<file path="src/rtl/xy_tag_alloc_if.sv">
// Request/result bundle between the flush requester, the tag allocator and the PE array.
// Latency: none, wires only.
// Backpressure: none; flush is a level request and flush_busy tells the requester when it is ignored.
interface xy_tag_alloc_if #(
  parameter int NUM_COL = 10,
  parameter int NUM_ROW = 2,
  parameter int KS_W    = 8,
  parameter int TAG_W   = $clog2(NUM_COL) + 1,
  parameter int YTAG_W  = $clog2(NUM_ROW) + 1
);
  // Request side
  logic                      flush;
  logic [KS_W-1:0]           kernel_size;
  logic [TAG_W-1:0]          tag_offset;
  // Result side
  logic [NUM_COL*TAG_W-1:0]  tag_out;
  logic [NUM_COL-1:0]        tag_locks;
  logic [NUM_ROW*YTAG_W-1:0] y_tag_out;
  logic [NUM_ROW-1:0]        y_tag_locks;
  logic [TAG_W-1:0]          num_groups;
  logic                      flush_busy;
  logic                      alloc_done;
  logic                      cfg_err;

  modport master (
    output flush, kernel_size, tag_offset,
    input  tag_out, tag_locks, y_tag_out, y_tag_locks, num_groups,
           flush_busy, alloc_done, cfg_err
  );

  modport slave (
    input  flush, kernel_size, tag_offset,
    output tag_out, tag_locks, y_tag_out, y_tag_locks, num_groups,
           flush_busy, alloc_done, cfg_err
  );
endinterface

</file>
<file path="src/rtl/xy_tag_alloc.sv">
// Column/row tag allocator: on flush, programs kernel-group tags per PE column and row tags per PE row.
// Latency: NUM_COL+NUM_ROW+2 busy cycles per allocation (2 when the config is illegal); alloc_done in the last one.
// Backpressure: flush is sampled only in IDLE; requests while busy are dropped. Optional macro: TAG_OFFSET_EN (tag rotation).
module xy_tag_alloc #(
  parameter int NUM_COL = 10,
  parameter int NUM_ROW = 2,
  parameter int KS_W    = 8
) (
  input  logic           clk,
  input  logic           rst,
  xy_tag_alloc_if.slave  bus
);
  localparam int TAG_W  = $clog2(NUM_COL) + 1;
  localparam int YTAG_W = $clog2(NUM_ROW) + 1;
  localparam int CI_W   = (NUM_COL > 1) ? $clog2(NUM_COL) : 1;
  localparam int RI_W   = (NUM_ROW > 1) ? $clog2(NUM_ROW) : 1;
  localparam logic [TAG_W-1:0]  TAG_INV  = {TAG_W{1'b1}};
  localparam logic [YTAG_W-1:0] YTAG_INV = {YTAG_W{1'b1}};

  typedef enum logic [2:0] {
    IDLE     = 3'd0,
    CLR      = 3'd1,
    COL_WALK = 3'd2,
    ROW_WALK = 3'd3,
    DONE     = 3'd4
  } state_t;

  state_t state, state_nxt;

  // Captured request and walk bookkeeping
  logic [KS_W-1:0]   ks_q;
  logic [CI_W-1:0]   col_cnt;
  logic [RI_W-1:0]   row_cnt;
  logic [TAG_W-1:0]  pos;
  logic              grp_vld;

  // Result registers
  logic [TAG_W-1:0]  tag_q   [NUM_COL];
  logic [YTAG_W-1:0] y_tag_q [NUM_ROW];
  logic [NUM_COL-1:0] lock_q;
  logic [NUM_ROW-1:0] y_lock_q;
  logic [TAG_W-1:0]  groups_q;
  logic              cfg_err_q;

  // Decoded per-cycle controls
  logic [31:0]       ks32;
  logic              cfg_bad;
  logic              col_vld;
  logic              pos_wrap;
  logic              col_last;
  logic              row_last;
  logic              row_vld;
  logic [TAG_W-1:0]  col_tag;
  logic              busy;
  logic              done;

  assign ks32     = 32'(ks_q);
  assign pos_wrap = (32'(pos) == ks32 - 32'd1);
  assign col_last = (32'(col_cnt) == NUM_COL - 1);
  assign row_last = (32'(row_cnt) == NUM_ROW - 1);
  assign row_vld  = (32'(row_cnt) < ks32);

`ifdef TAG_OFFSET_EN
  // Rotated tag counter: starts at the captured offset and wraps at ks-1.
  logic [TAG_W-1:0] off_q;
  logic [TAG_W-1:0] tag_cnt;
  logic             tag_wrap;

  assign tag_wrap = (32'(tag_cnt) == ks32 - 32'd1);
  assign cfg_bad  = (ks_q == '0) || (ks32 > NUM_COL) || (32'(off_q) >= ks32);
  assign col_tag  = tag_cnt;

  // Offset capture and rotated tag counter
  always_ff @(posedge clk) begin
    if (rst) begin
      off_q   <= '0;
      tag_cnt <= '0;
    end else begin
      if (state == IDLE && bus.flush) off_q <= bus.tag_offset;
      if (state == CLR) tag_cnt <= off_q;
      else if (state == COL_WALK) tag_cnt <= tag_wrap ? '0 : tag_cnt + 1'b1;
    end
  end
`else
  // Without rotation the tag is simply the position inside the group.
  logic unused_tag_offset;
  assign unused_tag_offset = ^bus.tag_offset;
  assign cfg_bad = (ks_q == '0) || (ks32 > NUM_COL);
  assign col_tag = pos;
`endif

  // A group is judged once, at its first column; later columns inherit the verdict.
  assign col_vld = (pos == '0) ? ((32'(col_cnt) + ks32) <= NUM_COL) : grp_vld;

  // FSM state register
  always_ff @(posedge clk) begin
    if (rst) state <= IDLE;
    else     state <= state_nxt;
  end

  // FSM next-state and status outputs
  always_comb begin
    state_nxt = state;
    busy      = 1'b1;
    done      = 1'b0;
    case (state)
      IDLE: begin
        busy = 1'b0;
        if (bus.flush) state_nxt = CLR;
      end
      CLR:      state_nxt = cfg_bad ? DONE : COL_WALK;
      COL_WALK: if (col_last) state_nxt = ROW_WALK;
      ROW_WALK: if (row_last) state_nxt = DONE;
      DONE: begin
        done      = 1'b1;
        state_nxt = IDLE;
      end
      default: begin
        busy      = 1'b0;
        state_nxt = IDLE;
      end
    endcase
  end

  // Capture, clear and per-column / per-row programming
  always_ff @(posedge clk) begin
    if (rst) begin
      ks_q      <= '0;
      col_cnt   <= '0;
      row_cnt   <= '0;
      pos       <= '0;
      grp_vld   <= 1'b0;
      lock_q    <= '0;
      y_lock_q  <= '0;
      groups_q  <= '0;
      cfg_err_q <= 1'b0;
      for (int c = 0; c < NUM_COL; c++) tag_q[c]   <= TAG_INV;
      for (int r = 0; r < NUM_ROW; r++) y_tag_q[r] <= YTAG_INV;
    end else begin
      case (state)
        IDLE: begin
          if (bus.flush) ks_q <= bus.kernel_size;
        end
        CLR: begin
          col_cnt   <= '0;
          row_cnt   <= '0;
          pos       <= '0;
          grp_vld   <= 1'b0;
          lock_q    <= '0;
          y_lock_q  <= '0;
          groups_q  <= '0;
          cfg_err_q <= cfg_bad;
          for (int c = 0; c < NUM_COL; c++) tag_q[c]   <= TAG_INV;
          for (int r = 0; r < NUM_ROW; r++) y_tag_q[r] <= YTAG_INV;
        end
        COL_WALK: begin
          tag_q[col_cnt]  <= col_vld ? col_tag : TAG_INV;
          lock_q[col_cnt] <= col_vld;
          if (pos == '0 && col_vld) groups_q <= groups_q + 1'b1;
          grp_vld <= col_vld;
          pos     <= pos_wrap ? '0 : pos + 1'b1;
          col_cnt <= col_cnt + 1'b1;
        end
        ROW_WALK: begin
          y_tag_q[row_cnt]  <= row_vld ? YTAG_W'(row_cnt) : YTAG_INV;
          y_lock_q[row_cnt] <= row_vld;
          row_cnt <= row_cnt + 1'b1;
        end
        default: ;
      endcase
    end
  end

  // Flatten tag arrays onto the bus
  always_comb begin
    bus.tag_out   = '0;
    bus.y_tag_out = '0;
    for (int c = 0; c < NUM_COL; c++) bus.tag_out[c*TAG_W +: TAG_W]     = tag_q[c];
    for (int r = 0; r < NUM_ROW; r++) bus.y_tag_out[r*YTAG_W +: YTAG_W] = y_tag_q[r];
  end

  assign bus.tag_locks   = lock_q;
  assign bus.y_tag_locks = y_lock_q;
  assign bus.num_groups  = groups_q;
  assign bus.flush_busy  = busy;
  assign bus.alloc_done  = done;
  assign bus.cfg_err     = cfg_err_q;

endmodule
</file>
<file path="src/flat_wrapper.sv">
// flat-port wrapper written by rule: the top's interface ports become plain ports
module xy_tag_alloc_flat 
#(
  parameter int NUM_COL = 10,
  parameter int NUM_ROW = 2,
  parameter int KS_W    = 8
)
  (clk, rst, bus_flush, bus_kernel_size, bus_tag_offset, bus_tag_out, bus_tag_locks, bus_y_tag_out, bus_y_tag_locks, bus_num_groups, bus_flush_busy, bus_alloc_done, bus_cfg_err);
  xy_tag_alloc_if #(.NUM_COL(NUM_COL), .NUM_ROW(NUM_ROW), .KS_W(KS_W)) bus_i ();
  input  logic clk;
  input  logic rst;
  input wire logic [$bits(bus_i.flush)-1:0] bus_flush;
  input wire logic [$bits(bus_i.kernel_size)-1:0] bus_kernel_size;
  input wire logic [$bits(bus_i.tag_offset)-1:0] bus_tag_offset;
  output wire logic [$bits(bus_i.tag_out)-1:0] bus_tag_out;
  output wire logic [$bits(bus_i.tag_locks)-1:0] bus_tag_locks;
  output wire logic [$bits(bus_i.y_tag_out)-1:0] bus_y_tag_out;
  output wire logic [$bits(bus_i.y_tag_locks)-1:0] bus_y_tag_locks;
  output wire logic [$bits(bus_i.num_groups)-1:0] bus_num_groups;
  output wire logic [$bits(bus_i.flush_busy)-1:0] bus_flush_busy;
  output wire logic [$bits(bus_i.alloc_done)-1:0] bus_alloc_done;
  output wire logic [$bits(bus_i.cfg_err)-1:0] bus_cfg_err;
  assign bus_i.flush = bus_flush;
  assign bus_i.kernel_size = bus_kernel_size;
  assign bus_i.tag_offset = bus_tag_offset;
  assign bus_tag_out = bus_i.tag_out;
  assign bus_tag_locks = bus_i.tag_locks;
  assign bus_y_tag_out = bus_i.y_tag_out;
  assign bus_y_tag_locks = bus_i.y_tag_locks;
  assign bus_num_groups = bus_i.num_groups;
  assign bus_flush_busy = bus_i.flush_busy;
  assign bus_alloc_done = bus_i.alloc_done;
  assign bus_cfg_err = bus_i.cfg_err;
  xy_tag_alloc #(.NUM_COL(NUM_COL), .NUM_ROW(NUM_ROW), .KS_W(KS_W)) u_core (.clk(clk), .rst(rst), .bus(bus_i));
endmodule
</file>
<file path="config.mk">
export PLATFORM = sky130hd
export DESIGN_NAME = xy_tag_alloc_flat
export DESIGN_NICKNAME = d
export VERILOG_FILES = /design/src/rtl/xy_tag_alloc_if.sv /design/src/rtl/xy_tag_alloc.sv /design/src/flat_wrapper.sv
export SDC_FILE = /design/constraint.sdc
export NUM_CORES = 1
export LEC_CHECK = 0
export ABC_AREA = 1
export CAP_MARGIN = 40
export CORE_ASPECT_RATIO = 2
export CORE_MARGIN = 1
export CORE_UTILIZATION = 35
export DETAILED_ROUTE_END_ITERATION = 8
export PLACE_DENSITY_LB_ADDON = 0.08
export SYNTH_ARGS = -nofsm -noshare
export SYNTH_HDL_FRONTEND = slang
export SYNTH_SLANG_ARGS = --single-unit
</file>
<file path="constraint.sdc">
create_clock -name clk -period 4.75 [get_ports clk]
set_clock_uncertainty 0.1 [all_clocks]
set_input_delay 0.475 -clock clk [delete_from_list [all_inputs] [get_ports clk]]
set_output_delay 0.475 -clock clk [all_outputs]
set_load 0.01 [all_outputs]
</file>
; Yosys cells after proc, flatten, opt, wreduce, memory -nomap -nowiden
; Memories as Yosys holds them, arrays and structs flattened.
; Cells that the tools add are included.
[op_classes]
n_eq_ne = 10
magnitude_cmp = 7
n_addsub = 6
reduce_logical = 15
n_mux = 54
n_bitwise = 12
[op_table]
columns = cell, n
row1 = two-way mux 5 bit, 14
row2 = == test 5 x 32 -> 1 bit, 1
row3 = "<= comparator 32 x 4 -> 1 bit, second input constant", 1
row4 = case mux 10 bit (2 select lines), 1
row5 = case mux 5 bit (2 select lines), 2
row6 = two-way mux 1 bit, 19
row7 = two-way mux 3 bit, 4
row8 = OR 1 bit, 12
row9 = case mux 3 bit (4 select lines), 1
row10 = "adder 5 x 1 -> 5 bit, second input constant", 2
row11 = bitwise mux 10 bit, 1
row12 = adder 4 x 8 -> 9 bit, 1
row13 = "subtractor 8 x 1 -> 9 bit, second input constant", 1
row14 = "> comparator 8 x 4 -> 1 bit, second input constant", 1
row15 = zero test 8 bit, 1
row16 = < comparator 1 x 8 -> 1 bit, 1
row17 = two-way mux 2 bit, 4
row18 = case mux 4 bit (2 select lines), 1
row19 = "== test 3 x 2 -> 1 bit, second input constant", 2
row20 = "!= test 2 x 1 -> 1 bit, second input constant", 3
row21 = zero test 5 bit, 1
row22 = "< comparator 4 x 5 -> 1 bit, second input constant", 1
row23 = OR reduction 5 bit, 1
row24 = "adder 4 x 1 -> 4 bit, second input constant", 1
row25 = other kinds (22), 27
[totals]
regBits = 40
memories = 2
word_cells = 116
mem_bits_rw = 54
[mem_list]
columns = memory, depth, word_bits, rd, rd_ports_with_merged_regs, write_ports, line
row1 = u_core.tag_q, 10, 5, 10, 0, 10, xy_tag_alloc.sv:38  ; logic [TAG_W-1:0] tag_q [NUM_COL];
row2 = u_core.y_tag_q, 2, 2, 2, 0, 2, xy_tag_alloc.sv:39  ; logic [YTAG_W-1:0] y_tag_q [NUM_ROW];

; Longest topological paths before layout
; Gate-level depths: netlist (run 1).
[depth]
ltp_word = 6
mapped_depth = 15
depth_no_buf = 14

; Least setup slack after synthesis (run 1)
; Ideal clock, no wire load.
[synth_path]
path_kind = reg-to-reg
start = reg u_core.col_cnt[0]
end = mem u_core.tag_q[1][1] (netlist bit), data pin
arrival_ns = 1.947
required_ns = 4.386
setup_slack_ns = 2.438
setup_ns = 0.264
period_less_slack_ns = 2.312
path_stages_with_launch = 15
n_path_buf = 1
cell_sequence = dfxtp_1 ha_1 inv_1 fa_1 inv_1 nand3_1 o21bai_1 nand2_1 nor2_1 nand2_1 nand2_2 nand2_4 buf_6 nor2_4 nand2_1
[synth_lines]
columns = item, line
row1 = from (decl), xy_tag_alloc.sv:32  ; logic [CI_W-1:0] col_cnt;
row2 = from (signal assigned), xy_tag_alloc.sv:162  ; col_cnt <= col_cnt + 1'b1;
row3 = to (decl), xy_tag_alloc.sv:38

; Worst setup path after layout (run 1)
[layout_path]
start = reg u_core.state[0]
end = out bus_flush_busy
[layout_via]
elab_chain_cells = 3
[layout_lines]
columns = item, line
row1 = from (decl), xy_tag_alloc.sv:28  ; state_t state, state_nxt;
row2 = from (signal assigned), xy_tag_alloc.sv:98  ; else state <= state_nxt;
row3 = == test 3 bit (tied with other cells), xy_tag_alloc.sv:106  ; case (state)
row4 = OR reduction 4 bit (no line) *, n/a
row5 = two-way mux 1 bit *, xy_tag_alloc.sv:106
row6 = to (decl), flat_wrapper.sv:20  ; output wire logic [$bits(bus_i.flush_busy)-1:0] bus_flush_busy;
; Every way passes the cells marked *; elsewhere a longest branch is shown, timed or not.

==> results.sh, run 1 <==
export IMPL_startpoint="u_core.state[0]"
export IMPL_grt_pass1_vias=3400
export IMPL_p_int_mw=1.71
export IMPL_min_path_type="reg -> reg"
export IMPL_syn_area_um2=4270
export IMPL_final_fill_count=1153
export IMPL_synth_edff_count=54
export IMPL_drt_iter0_markers=125
export IMPL_startpoint_type="register"
export IMPL_leakage_nw=1.99
export IMPL_totalPowerFinal_mw=2.63
export IMPL_finalSetupTns_ns=0
export IMPL_ys_seq_area_frac=0.567
export IMPL_route_detailed_drc=0
export IMPL_cp_slowest_stage_delay_ns=0.53
export IMPL_clk_latency_ns=0.34
export IMPL_endpoint_kind="output port"
export IMPL_yosysWarnings=0
export IMPL_slew_headroom=0.469
export IMPL_via_count=3483
export IMPL_syn_nets=508
export IMPL_port_buffers=84
export IMPL_power_switching_uw=923
export IMPL_diodes=0
export IMPL_num_nets_final=591
export IMPL_finalWorstSetupSlack_ns=1.77
export IMPL_cts_htree_levels=3
export IMPL_viasPerCell=4.90
export IMPL_yosys_cell_types_count=34
export IMPL_grt_max_degree=26
export IMPL_drt_pass1_iterations=4
export IMPL_p_per_area_nw_per_um2=472
export IMPL_rsz0062_at_grt="false"
export IMPL_synth_most_common_cell="nand2_1"
export IMPL_placedCellCount=695
export IMPL_p_comb_frac=0.301
export IMPL_sequentialPowerShare=0.385
export IMPL_antenna_found_initial=0
export IMPL_finalHoldViolCount=0
export IMPL_syn_area_per_cell_um2=8.93
export IMPL_cap_violations=0
export IMPL_ys_flop_type="edfxtp_1"
export IMPL_fp_dieW_um=80.1
export IMPL_clkSinkCount=94
export IMPL_crit_chain="nor2_1 > inv_1 > nor2_1 > buf_4 > inv_1 > nand2_1 > nor2_1 > nand2_1 > clkdlybuf4s50_1"
export IMPL_switching_share=0.351
export IMPL_critical_path_buf_inv_count=4
export IMPL_ir_drop_mv=0.205
export IMPL_drive_above_1_share=0.0565
export IMPL_pre_cts_slack_ns=1.49
export IMPL_cts_hold_buf=0
export IMPL_gp_congestion=0.787
export IMPL_path_class="reg -> out"
export IMPL_clk_pin_slew_ns=0.07
export IMPL_finalCriticalPeriod_ns=2.98
export IMPL_crit_path_max_fanout=20
export IMPL_cts_path_max_buffers=2
export IMPL_cts_setup_buffers=0
export IMPL_synth_area_leaders="edfxtp_1, dfxtp_1, nand2_1"
export IMPL_num_rows=56
export IMPL_synth_async_reset_ratio=0
export IMPL_instances_no_fill=711
export IMPL_regArea_um2=2420
export IMPL_routed_wl_um=10400
export IMPL_multiInputGateArea_um2=1570
export IMPL_hp_start="u_core.ks_q[6]"
export IMPL_initial_utilization=0.363
export IMPL_cts_resized=0
export IMPL_core_area_um2=11800
export IMPL_utilization=0.474
export IMPL_die_y_um=158
export IMPL_cpMaxStageDelayCell="clkdlybuf4s50_1"
export IMPL_reg2reg_slack_ns=1.96
export IMPL_max_freq_mhz=336
export IMPL_cpMostUsedCell="nor2_1"
export IMPL_grt_pass1_wl_um=16500
export IMPL_slew_viol_final=0
export IMPL_cts_buffers=9
export IMPL_syn_to_final_growth_pct=30.6
export IMPL_grt_usage=0.177
export IMPL_yosysTopAreaCell="edfxtp_1"
export IMPL_boundaryPins=90
export IMPL_synth_cells=478
export IMPL_setup_violations=0
export IMPL_synth_seq_cells=94
export IMPL_synth_commonest_cells="nand2_1, edfxtp_1, nand3_1"
export IMPL_dp_hpwl_um=8060
export IMPL_r2r_start="u_core.col_cnt[0]"
export IMPL_die_area_um2=12700
export IMPL_grt_overflow=0
export IMPL_wl_per_cell_um=14.6
export IMPL_worstMarginPinSlew_ns=0.795
export IMPL_pwr_share_clk=0.315
export IMPL_cp_top_family="buffers and inverters"
export IMPL_cts_root_buf="clkbuf_16"
export IMPL_timing_final_crit_share=0.627
export IMPL_drtAntennaViolNets=0
export IMPL_tritoncts="done"
export IMPL_status="completed"
export IMPL_yosysTopAreaCellShare=0.380
export IMPL_arrival_ns=2.40
export IMPL_critPathRequiredTime_ns=4.18
## cell usage in the layout, fill, tap and decap left out, types with 4 or more instances in the layout
| cell | n |
|---|---|
| nor2_2 | 7 |
| inv_2 | 4 |
| a21oi_1 | 27 |
| o21ai_0 | 16 |
| dfxtp_1 | 40 |
| o21ai_1 | 9 |
| clkbuf_16 | 9 |
| clkdlybuf4s50_1 | 84 |
| inv_1 | 51 |
| xor2_1 | 6 |
| nand4_1 | 7 |
| ha_1 | 13 |
| nand2_1 | 123 |
| edfxtp_1 | 54 |
| nor2_1 | 35 |
| nand3_1 | 52 |
| nor3_1 | 4 |
## layout make-up
class	count	share of cell area
well taps	145	0.0325
clock buffers	10	0.0410
inverters	56	0.0377
multi-input cells	315	0.281
clock inverters	6	0.0211
repair buffers	85	0.152
flip-flops and latches	94	0.434
## path summary, 6_finish.rpt
check / endpoint / cells after the start
setup / recovery: bus_flush_busy / 9
hold / removal: u_core.ks_q[6] / 2
setup reg to reg: u_core.tag_q[5][0] / 13
hold reg to reg: u_core.ks_q[6] / 2
## logic make-up after synthesis
logic type,Yosys count,share of synthesized area
adders and majority gates,14,0.0428
xor gates and xnor gates,6,0.0123
and+or+nand+nor,236,0.240
other,1,0.000878
DFF,94,0.567
buffers and inverters,69,0.0653
AOI/OAI and AO/OA,58,0.0718
## worst register-to-register path, delay by kind of cell, from the launching register on
family | cells | cell delay, ns
AND/OR/NAND/NOR | 7 | 0.97
flip-flops | 1 | 0.45
AO/OA/AOI/OAI | 1 | 0.14
adder cells (fa/ha/maj) | 2 | 0.59
buffers and inverters | 3 | 0.27
## stage by stage
step	hold slack, ns	cell area, um2
after floorplan	0.334	4270
after global placement	0.356	5230
after detailed placement	0.358	5230
after CTS	0.368	5580
after global routing	0.410	5580
final	0.368	5580
## registers in the layout (all words and copies together) (netlist names)
register / count
u_core.row_cnt: 1
u_core.y_tag_q: 4
u_core.bus.num_groups: 5
u_core.tag_q: 50
u_core.bus.y_tag_locks: 2
u_core.state: 3
u_core.ks_q: 8
u_core.col_tag: 5
u_core.bus.cfg_err: 1
u_core.grp_vld: 1
u_core.col_cnt: 4
u_core.bus.tag_locks: 10
## power groups by stage
| stage | combinational, mW | sequential [mW] | clock (mW) |
|---|---|---|---|
| floorplan | 0.554 | 1.02 | 0 |
| global placement | 0.790 | 1.03 | 0 |
| CTS | 0.801 | 1.01 | 0.846 |
| global route | 0.897 | 1.02 | 0.883 |
| finish | 0.791 | 1.01 | 0.828 |
| detailed placement | 0.797 | 1.03 | 0 |
## routing by layer
layer  vias up  track usage  part of all wire
met2        85        0.344              0.58
met1      1620        0.172              0.36
met5         -            0                 0
met4         0       0.0884             0.035
met3        28       0.0334             0.032
li1       1750            -                 -
Power figures use the tool's default switching activity.
==> inputs of run 2 (changes only) <==
Clock period 4.75 ns to 2.85 ns, I/O delays scaled along.
==> results.sh, run 2 (synthesis results as in run 1) <==
export IMPL_slew_viol_final=0
export IMPL_cts_hold_buf=0
export IMPL_p_comb_frac=0.315
export IMPL_largest_reg_flops=50
export IMPL_worstMarginPinSlew_ns=0.572
export IMPL_grt_max_degree=25
export IMPL_layout_common_cells="nand2_1, clkdlybuf4s50_1, edfxtp_1, nand3_1, inv_1"
export IMPL_ir_drop_mv=0.403
export IMPL_leakage_nw=2.02
export IMPL_cpMaxStageDelayCell="dfxtp_2"
export IMPL_syn_to_final_growth_pct=32.8
export IMPL_utilization=0.482
export IMPL_wl_per_cell_um=14.5
export IMPL_switching_share=0.354
export IMPL_crit_path_max_fanout=8
export IMPL_finalHoldViolCount=0
export IMPL_grt_pass1_vias=3523
export IMPL_cts_path_max_buffers=2
export IMPL_grt_overflow=0
export IMPL_routed_wl_um=10400
export IMPL_num_rows=56
export IMPL_crit_chain="ha_1 > inv_1 > fa_1 > inv_1 > nand3_1 > o21bai_1 > nand2_1 > nor2_1 > nand2_1 > nand2_2 > inv_1 > nor2_2 > nand2_1"
export IMPL_finalCriticalPeriod_ns=2.60
export IMPL_rsz0062_at_grt="true"
export IMPL_die_y_um=158
export IMPL_cap_violations=0
export IMPL_dpl_instance_area_um2=5280
export IMPL_sequentialPowerShare=0.377
export IMPL_startpoint_type="register"
export IMPL_boundaryPins=90
export IMPL_dp_hpwl_um=8180
export IMPL_core_area_um2=11800
export IMPL_antenna_found_initial=0
export IMPL_port_buffers=84
export IMPL_cts_resized=0
export IMPL_drtAntennaViolNets=0
export IMPL_pwr_share_clk=0.308
export IMPL_drive_above_1_share=0.0733
export IMPL_timing_final_crit_share=0.912
export IMPL_critPathRequiredTime_ns=2.84
export IMPL_clkSinkCount=94
export IMPL_tritoncts="done"
export IMPL_p_int_mw=2.89
export IMPL_clk_pin_slew_ns=0.07
export IMPL_cts_setup_buffers=0
export IMPL_cp_slowest_stage_delay_ns=0.38
export IMPL_fp_dieW_um=80.1
export IMPL_via_count=3485
export IMPL_power_switching_mw=1.58
export IMPL_cts_buffers=9
export IMPL_die_area_um2=12700
export IMPL_totalPowerFinal_mw=4.47
export IMPL_drt_iter0_markers=123
export IMPL_initial_utilization=0.363
export IMPL_gp_congestion=0.840
export IMPL_holdWs_ns=0.364
export IMPL_grt_usage=0.180
export IMPL_crit_cells=13
export IMPL_cp_top_family="simple AND/OR/NAND/NOR gates"
export IMPL_regMostFlops="u_core.tag_q"
export IMPL_num_nets_final=598
export IMPL_whs_path_depth=2
export IMPL_critical_path_buf_inv_count=3
export IMPL_status="completed"
export IMPL_viasPerCell=4.85
export IMPL_arrival_ns=2.59
export IMPL_fin_area_um2=5670
export IMPL_setup_violations=0
export IMPL_p_per_area_nw_per_um2=788
export IMPL_cts_root_buf="clkbuf_16"
export IMPL_cts_htree_levels=3
export IMPL_drt_pass1_iterations=4
export IMPL_max_freq_mhz=385
export IMPL_final_fill_count=1163
export IMPL_diodes=0
export IMPL_layout_commonest_cell="nand2_1"
export IMPL_grt_pass1_wl_um=17100
export IMPL_route_detailed_drc=0
export IMPL_worstRegToRegCells=13
export IMPL_path_class="reg -> reg"
export IMPL_finalSetupTns_ns=0
export IMPL_min_path_type="reg -> reg"
export IMPL_slew_headroom=0.618
export IMPL_endpoint_kind="register"
export IMPL_clk_latency_ns=0.34
-- run 2: changes by cell type in the layout (fill, tap and decap cells not counted), moves of 2 or more --
cell	before	now
buf_4	1	8
nor2_2	7	4
nor2_4	1	6
nor2_1	35	33
-- run 2: per-layer routing --
metal  track usage  vias up  wire [um]
met1         0.171     1613       3700
li1              -     1768          -
met3        0.0265       21        298
met2         0.357       83       6080
met5             0        -          0
met4        0.0952        0        358
-- run 2: final cells by class --
class                      instances  area, um2  share of cell area
tap                              145        181              0.0320
multi-input combinational        315       1610               0.284
clock buffer                      10        229              0.0404
clock inverter                     6        116              0.0205
inverter                          56        210              0.0371
sequential                        94       2420               0.427
timing repair buffer              92        901               0.159
-- run 2: worst min-delay path: cells and delay by family (launching register included) --
family / cells / cell delay [ns]
buf+inv: 1 / 0.05
flops: 1 / 0.32
compound gates: 1 / 0.05
-- run 2: stage by stage --
| step | cells | setup WS [ns] |
|---|---|---|
| after global routing | 718 | -0.0316 |
| after global placement | 702 | 0.289 |
| after CTS | 718 | 0.141 |
| final | 718 | 0.250 |
| after detailed placement | 702 | 0.150 |
| after floorplan | 478 | 0.538 |
-- run 2: power groups by stage --
stage               sequential [mW]  clock (mW)  combinational [mW]
finish                         1.68        1.38                1.40
floorplan                      1.70           0               0.924
CTS                            1.68        1.40                1.38
global placement               1.71           0                1.34
global route                   1.70        1.46                1.61
detailed placement             1.71           0                1.38
-- run 2: path summary, 6_finish.rpt --
kind	from	end	slack [ns]
setup / recovery	u_core.ks_q[0]	u_core.tag_q[5][0]	0.25
hold / removal	u_core.ks_q[6]	u_core.ks_q[6]	0.36
setup reg to reg	u_core.ks_q[0]	u_core.tag_q[5][0]	0.25
hold reg to reg	u_core.ks_q[6]	u_core.ks_q[6]	0.36
==> inputs of run 3 (changes only) <==
Settings changed: CTS_CLUSTER_DIAMETER from default to 120.
==> results of run 3 <==
The final DEF is identical to that of run 2; final timing and power are the same.
